`config.mk`:
```
export PLATFORM = sky130hd
export DESIGN_NAME = dac_spi_init_seq
export DESIGN_NICKNAME = d
export VERILOG_FILES = /design/src/rtl/dac_spi_init_seq.sv
export SDC_FILE = /design/constraint.sdc
export NUM_CORES = 1
export LEC_CHECK = 0
export CAP_MARGIN = 20
export CORE_MARGIN = 4
export CORE_UTILIZATION = 40
export CTS_BUF_LIST = sky130_fd_sc_hd__clkbuf_16
export DETAILED_ROUTE_END_ITERATION = 10
export SLEW_MARGIN = 20
export SYNTH_ARGS = -nofsm -noshare
export SYNTH_HDL_FRONTEND = slang
export SYNTH_SLANG_ARGS = --single-unit
```
`constraint.sdc`:
```
create_clock -name clk -period 2.8 [get_ports clk]
set_input_delay 0.56 -clock clk [delete_from_list [all_inputs] [get_ports clk]]
set_output_delay 0.56 -clock clk [all_outputs]
set_load 0.1 [all_outputs]
```
`src/rtl/dac_spi_init_seq.sv`:
```
// DAC SPI configuration sequencer: pulses the DAC reset, waits for it to settle,
// writes the init table, then serves single-register host reads/writes.
module dac_spi_init_seq #(
  parameter int                      CLK_DIV     = 4,
  parameter int                      RST_CYCLES  = 100,
  parameter int                      WAIT_CYCLES = 1000,
  parameter int                      NUM_INIT    = 4,
  parameter logic [16*NUM_INIT-1:0]  INIT_TABLE  = '0
) (
  input  logic       clk,
  input  logic       rst,
  input  logic       start,
  input  logic       host_req,
  input  logic       host_rw,
  input  logic [4:0] host_addr,
  input  logic [7:0] host_wdata,
  output logic       host_ack,
  output logic [7:0] host_rdata,
  output logic       init_done,
  output logic       busy,
  output logic       rst_out,
  output logic       csb,
  output logic       sclk,
  output logic       sdio,
  input  logic       sdo
);

  localparam int CNT_MAX = (RST_CYCLES > WAIT_CYCLES) ? RST_CYCLES : WAIT_CYCLES;
  localparam int CNT_W   = $clog2(CNT_MAX + 1);
  localparam int IDX_W   = $clog2(NUM_INIT + 1);
  localparam int ECNT_W  = $clog2(2 * CLK_DIV + 1);

  typedef enum logic [1:0] {S_RST, S_WAIT, S_INIT, S_IDLE} state_t;
  typedef enum logic [1:0] {X_OFF, X_SHIFT, X_GAP} xfer_t;

  state_t              state, state_n;
  logic [CNT_W-1:0]    cnt;
  logic [IDX_W-1:0]    idx;
  logic                start_pend;

  xfer_t               phase;
  logic [ECNT_W-1:0]   ecnt;
  logic [4:0]          half;
  logic [15:0]         tx;
  logic [7:0]          rx;
  logic                xfer_host;
  logic                xfer_rd;

  logic                eng_ready;
  logic                restart;
  logic                launch;
  logic                launch_host;
  logic [15:0]         launch_word;
  logic [15:0]         init_word;
  logic [15:0]         host_word;

  // The transfer engine may accept a new word on the last gap cycle, so
  // back-to-back transfers see exactly 2*CLK_DIV cycles of csb high.
  assign eng_ready = (phase == X_OFF) ||
                     (phase == X_GAP && ecnt == ECNT_W'(2 * CLK_DIV - 1));
  assign restart   = start || start_pend;
  assign host_word = {host_rw, 2'b00, host_addr, host_rw ? 8'h00 : host_wdata};
  assign sdio      = tx[15];

  always_comb begin
    init_word = '0;
    for (int i = 0; i < NUM_INIT; i++)
      if (idx == IDX_W'(i)) init_word = INIT_TABLE[16*i +: 16];
  end

  // State register
  // NOTE: all sequential state uses non-blocking assignments with the async
  // reset in the sensitivity list, so every flop samples pre-edge values.
  always_ff @(posedge clk or posedge rst) begin
    if (rst) begin
      state      <= S_RST;
      cnt        <= '0;
      idx        <= '0;
      start_pend <= 1'b0;
      rst_out    <= 1'b1;
      init_done  <= 1'b0;
    end else begin
      state      <= state_n;
      start_pend <= (start_pend || start) && (state_n != S_RST);
      rst_out    <= (state_n == S_RST);
      init_done  <= (state_n == S_IDLE);
      if (state_n != state || (state == S_RST && start))
        cnt <= '0;
      else if (state == S_RST || state == S_WAIT)
        cnt <= cnt + CNT_W'(1);
      if (state_n == S_RST || state_n == S_WAIT)
        idx <= '0;
      else if (launch && !launch_host)
        idx <= idx + IDX_W'(1);
    end
  end

  // Next-state logic
  always_comb begin
    // NOTE: default first so no path leaves state_n unassigned (no latch).
    state_n = state;
    unique case (state)
      S_RST:  if (!start && cnt == CNT_W'(RST_CYCLES - 1)) state_n = S_WAIT;
      S_WAIT: begin
        if (start)                                  state_n = S_RST;
        else if (cnt == CNT_W'(WAIT_CYCLES - 1))    state_n = S_INIT;
      end
      S_INIT: begin
        if (eng_ready) begin
          if (restart)                              state_n = S_RST;
          else if (idx == IDX_W'(NUM_INIT))         state_n = S_IDLE;
        end
      end
      S_IDLE: if (eng_ready && restart)             state_n = S_RST;
    endcase
  end

  // Output logic: transfer launch requests and busy
  always_comb begin
    launch      = 1'b0;
    launch_host = 1'b0;
    launch_word = init_word;
    unique case (state)
      S_RST:  ;
      S_WAIT: launch = !start && cnt == CNT_W'(WAIT_CYCLES - 1);
      S_INIT: launch = eng_ready && !restart && idx != IDX_W'(NUM_INIT);
      S_IDLE: begin
        if (eng_ready && !restart && host_req) begin
          launch      = 1'b1;
          launch_host = 1'b1;
          launch_word = host_word;
        end
      end
    endcase
    busy = !(state == S_IDLE && phase == X_OFF);
  end

  // S_XFER sub-machine: 16-bit SPI shift, mode 0, MSB first, plus the csb gap.
  always_ff @(posedge clk or posedge rst) begin
    if (rst) begin
      phase      <= X_OFF;
      ecnt       <= '0;
      half       <= '0;
      tx         <= '0;
      rx         <= '0;
      csb        <= 1'b1;
      sclk       <= 1'b0;
      xfer_host  <= 1'b0;
      xfer_rd    <= 1'b0;
      host_ack   <= 1'b0;
      host_rdata <= '0;
    end else begin
      host_ack <= 1'b0;
      unique case (phase)
        X_OFF, X_GAP: begin
          if (launch) begin
            phase     <= X_SHIFT;
            ecnt      <= '0;
            half      <= '0;
            tx        <= launch_word;
            csb       <= 1'b0;
            sclk      <= 1'b0;
            xfer_host <= launch_host;
            xfer_rd   <= launch_host && host_rw;
          end else if (phase == X_GAP) begin
            if (eng_ready) phase <= X_OFF;
            else           ecnt  <= ecnt + ECNT_W'(1);
          end
        end
        X_SHIFT: begin
          if (ecnt == ECNT_W'(CLK_DIV - 1)) begin
            ecnt <= '0;
            half <= half + 5'd1;
            if (!sclk) begin
              sclk <= 1'b1;
              rx   <= {rx[6:0], sdo};
            end else begin
              // Shifting on every fall leaves tx empty, so sdio idles low.
              sclk <= 1'b0;
              tx   <= {tx[14:0], 1'b0};
              if (half == 5'd31) begin
                csb      <= 1'b1;
                phase    <= X_GAP;
                host_ack <= xfer_host;
                if (xfer_host && xfer_rd) host_rdata <= rx;
              end
            end
          end else begin
            ecnt <= ecnt + ECNT_W'(1);
          end
        end
        default: phase <= X_OFF;
      endcase
    end
  end

endmodule

```
; ---- Yosys cells after proc, flatten, opt, wreduce, memory -nomap -nowiden
; Cells that the tools add are included.
[word_totals]
in_bits = 19
ff_bits = 66
[classes]
mux = 49
addsub = 4
eq_ne = 22
n_reduce_logical = 38
bitwise = 1
[op_table]
columns = operator, count
row1 = two-way mux 16 bit, 5
row2 = case mux 16 bit (2 select lines), 1
row3 = two-way mux 2 bit, 13
row4 = two-way mux 10 bit, 2
row5 = two-way mux 4 bit, 4
row6 = AND reduction 5 bit, 3
row7 = logical AND 1 bit, 13
row8 = two-way mux 1 bit, 12
row9 = inequality test 3 bit (second input constant), 4
row10 = adder 10 x 1 -> 10 bit (second input constant), 1
row11 = equality test 10 bit (second input constant), 1
row12 = equality test 10 x 7 -> 1 bit (second input constant), 1
row13 = two-way mux 5 bit, 2
row14 = case mux 5 bit (2 select lines), 1
row15 = AND reduction 3 bit, 3
row16 = equality test 2 bit (second input constant), 4
row17 = two-way mux 8 bit, 1
row18 = inequality test 2 bit (second input constant), 4
row19 = case mux 2 bit (4 select lines), 1
row20 = case mux 4 bit (2 select lines), 1
row21 = nonzero test 2 bit, 4
row22 = equality test 2 x 1 -> 1 bit (second input constant), 3
row23 = logical NOT 2 bit, 3
row24 = two-way mux 3 bit, 2
row25 = other kinds (17), 25

; ---- Depth between registers and ports, before layout
[logic_depth]
depth_word = 11
ltp_mapped = 8
mapped_depth_nobuf = 8

; ---- Worst setup path after synthesis
; Ideal clock, no wire load.
[synth_timing]
path_kind = input to register
start = in start
end = reg ecnt[0]
cell_stages = 5
arrival_time_ns = 2.166
setup_ns = 0.126
path_slack_ns = 0.508
required_ns = 2.674
cell_sequence = or4b_2 -> a211oi_1 -> or2_0 -> nor3_1 -> a221o_1
[synth_between]
elab_chain_cells = 8
[synth_lines]
columns = item, line
row1 = "start, declared", 12  ; input logic start,
row2 = logical OR 1 bit, 61  ; assign restart = start || start_pend;
row3 = logical NOT 1 bit, "126, 128"
row4 = logical AND 1 bit, "126, 128"
row5 = logical AND 1 bit, 128  ; if (eng_ready && !restart && host_req) begin
row6 = two-way mux 1 bit, 128
row7 = case mux 1 bit (3 select lines) *, 123  ; unique case (state)
row8 = inequality test 3 bit (no line) / two-way mux 4 bit (equally long branches), -
row9 = AND reduction 3 bit (no line) / case mux 4 bit (2 select lines) (equally long branches), -
row10 = "end signal, assigned", 167  ; else ecnt <= ecnt + ECNT_W'(1);
row11 = "end signal, assigned", 189  ; ecnt <= ecnt + ECNT_W'(1);
row12 = "end, declared", 42  ; logic [ECNT_W-1:0] ecnt;
; Mark *: on every way between the ends. The rest lies on a longest branch, timed or not.
; A chain may end at the register's enable or synchronous reset.

; ---- Worst setup path after layout
[layout_timing]
start = in start
end = reg half[3]
[layout_between]
elab_chain_cells = 8
[layout_lines]
columns = item, line
row1 = logical OR 1 bit, 61
row2 = logical NOT 1 bit, "126, 128"
row3 = logical AND 1 bit, "126, 128"
row4 = logical AND 1 bit, 128
row5 = two-way mux 1 bit, 128
row6 = case mux 1 bit (3 select lines) *, 123
row7 = inequality test 2 bit (no line) *, -
row8 = AND reduction 3 bit (no line) *, -
row9 = "end signal, assigned", 173  ; half <= half + 5'd1;
row10 = "end, declared", 43  ; logic [4:0] half;
; Marked as above.

==> impl_metrics.ini <==
[outcome]
outcome = complete, no violations

[timing]
hold_violations = 0
finalCritPeriodShare_pct = 92.20
maxSlewHeadroom_pct = 45.91
worst_hold_slack_ns = 0.4681
fin_skew_ns = 0.005892
max_freq_ghz = 0.3874
rsz0062_at_grt = no
setup_slack_ns = 0.2185
setup_viol = 0
fin_crit_ns = 2.581
slew_violations = 0
worst_pin_slew_ns = 0.8087
fin_setup_tns_ns = 0

[global_routing]
busiest_layer = met2
grtUsageMet2_pct = 24.37
grt_pass1_wl_um = 11120
grtUsageTotal_pct = 15.36
grt_overflow = 0
met3_usage_pct = 3.486
grt_max_degree = 67
grt_pass1_vias = 2390
globalRouteMet1Util_pct = 20.27
antenna_found_initial = 0

[clocking]
worstSkewPairLatency_ns = 0.32
htree_levels = 3
cts_sinks = 66
numCtsBuffers = 9
cts_root_buf = clkbuf_16
path_clk_slew_ns = 0.05
cts_hold_buf = 0
post_cts_buffers = 0
cts_tree = yes
ctsResizeCount = 0
clk_path_buf_depth = 2

[synthesis]
syn_area_per_cell_um2 = 10.46
synthFlopType = dfrtp_1
syn_nets = 325
synth_seq_cells = 66
async_flop_share_pct = 100.0
synthTopCellsByArea = dfrtp_1 51%, mux2_2 6.1%, nand2_1 4.3%
synth_top_area_share_pct = 51.04
synth_area_leader_cell = dfrtp_1
synthesis.area_um2 = 3138
seq_area_frac_synth_pct = 52.71
synth-edff-count = 0
synthCells = 300
synth-warning-count = 0
ys_types = 52

[power_and_ir_drop]
comb_power_share_pct = 18.7
swShare_pct = 29.30
p_int_mw = 1.940
p_leak_nw = 1.803
ir_worst_vdd_mv = 0.3128
seqPwrFrac_pct = 42.3
clockPowerShare_pct = 39.0
power.density_nw_per_um2 = 687.8
p_total_mw = 2.744
power.net_switching_mw = 0.8040

[die]
die_y_um = 96.57
core_um2 = 7687
ios = 34
die_w_um = 96.57
dieArea_um2 = 9326
fp-row-count = 32
initial_core_util_pct = 40.82

[setup_path]
startpoint = start
cp-end-kind = register
reg2reg_from = ecnt[0]
cp-start-kind = input port
crit_arrival_ns = 2.84
critPathRequiredTime_ns = 3.06
crit_path_max_fanout = 4
path_class = input port to register

[job]
max_cap_violations = 0

[placement]
gp_congestion = 0.7724
place_ws_ns = -0.08001
io_buffers = 33
hpwl_um = 4581

[finish]
nNetsFinal = 381
area_growth_pct = 27.15
n_antenna_cell = 0
final_layout_size_suffix_gt1_share_pct = 23.06

[detailed_routing]
drt-wirelength-per-cell_um = 14.05
ant_nets = 0
vias = 2405
drc_errors = 0
firstDrtPassIters = 6
wirelength_um = 6493
avgViaCountPerCell = 5.206
drt_iter0_markers = 106

[hold_path]
hold_path_class = register to register
min_from = xfer_host
==> Yosys cell counts (all sizes together), types with 2 or more instances <==
cell	n
nor2	24
dfstp	2
a21o	3
a211o	3
a211oi	4
nand4b	3
and4	2
nand3	12
o31ai	2
a21oi	5
inv	10
dfrtp	64
and3	2
xnor2	6
nor2b	2
xor2	4
nand2	36
a221oi	2
mux2i	2
nor3	8
or4	3
mux2	17
ha	6
nand2b	4
nor4	4
or3	5
a22oi	13
buf	3
or4b	2
a22o	2
or2	2
o21ai	22
clkbuf	8
or3b	2
==> final timing paths <==
check                      slack [ns]  depth (start not counted)       endpoint
setup / recovery                 0.22                          6        half[3]
hold / removal                   0.47                          1      xfer_host
setup reg to reg                 0.36                          7  host_rdata[1]
hold reg to reg                  0.47                          1      xfer_host
max in group asynchronous        1.84                          3            csb
min in group asynchronous        0.62                          3  host_rdata[2]
==> flip-flops by register name, summed over array words and instances, names as in the netlist, 2 cells and up <==
name / flops
host_rdata: 8
state: 2
tx: 16
phase: 2
idx: 3
rx: 8
cnt: 10
half: 5
ecnt: 4
==> power groups by stage <==
| stage | sequential (mW) | combinational [mW] | clock, mW |
|---|---|---|---|
| floorplan | 1.24 | 0.274 | 0 |
| global placement | 1.17 | 0.507 | 0 |
| detailed placement | 1.18 | 0.518 | 0 |
| CTS | 1.16 | 0.519 | 1.10 |
| global route | 1.18 | 0.574 | 1.15 |
| finish | 1.16 | 0.512 | 1.07 |
==> through the flow <==
step | cells | utilization (%) | area, um2
floorplan | 300 | - | 3138
global placement | 447 | 48.10 | 3697
detailed placement | 447 | 48.19 | 3705
CTS | 462 | 51.90 | 3990
global route | 462 | 51.90 | 3990
finish | 462 | 51.90 | 3990
==> per-layer routing <==
layer / share of wire [%] / vias up
met5: 0 / -
met1: 48 / 1178
met2: 47 / 29
li1: - / 1189
met3: 3.0 / 9
met4: 1.7 / 0
==> critical path, stage by stage <==
cell	delay (ns)
clkdlybuf4s50_1	0.46
or4b_2	0.68
a221oi_2	0.41
nor3_1	0.14
or4_1	0.49
nand3_1	0.09
==> final cells by class <==
type                    instances  area (um2)
clock buffers                   9       225.2
clock inverters                 6       60.06
fillers                       740        3697
inverters                      10       37.54
multi-input cells             213        1408
flip-flops and latches         66        1654
well taps                     102       127.6
repair buffers                 56       478.0
==> cell families (layout without fill, tap and decap cells) <==
logic type,count (synthesis),count (layout),share of synthesized area [%]
AND/OR/NAND/NOR,115,115,18.62
flip-flops,66,66,52.71
AO/OA/AOI/OAI,63,63,13.72
buffers and inverters,21,81,3.030
multiplexers,19,19,6.738
XOR/XNOR,10,10,2.791
adder cells (fa/ha/maj),6,6,2.392
==> layout by cell type, fill, tap and decap left out, types with 2 or more instances in the layout <==
cell             Yosys  routed
or4_1                3       3
a211oi_1             4       3
a211o_1              2       2
dfrtp_1             64      64
a22o_1               2       2
dfstp_2              2       2
clkinv_2             0       2
nor4_1               4       4
or4b_2               2       2
inv_1               10      10
mux2_2              17      17
nor3_1               8       8
clkdlybuf4s50_1      0      18
nand3_1             12      12
o31ai_1              2       2
buf_4                0      37
mux2i_1              2       2
o21ai_0             22      22
a22oi_1             13      13
xor2_1               4       4
a21oi_1              5       5
and4_1               2       2
xnor2_1              6       6
nand2b_1             4       4
nand2_1             36      36
nor2b_1              2       2
ha_1                 6       6
clkbuf_16            0       9
a21o_1               2       2
or3_1                4       4
nand4b_1             3       3
nor2_1              24      24
and3_1               2       2
(Power assumes the default switching activity.)
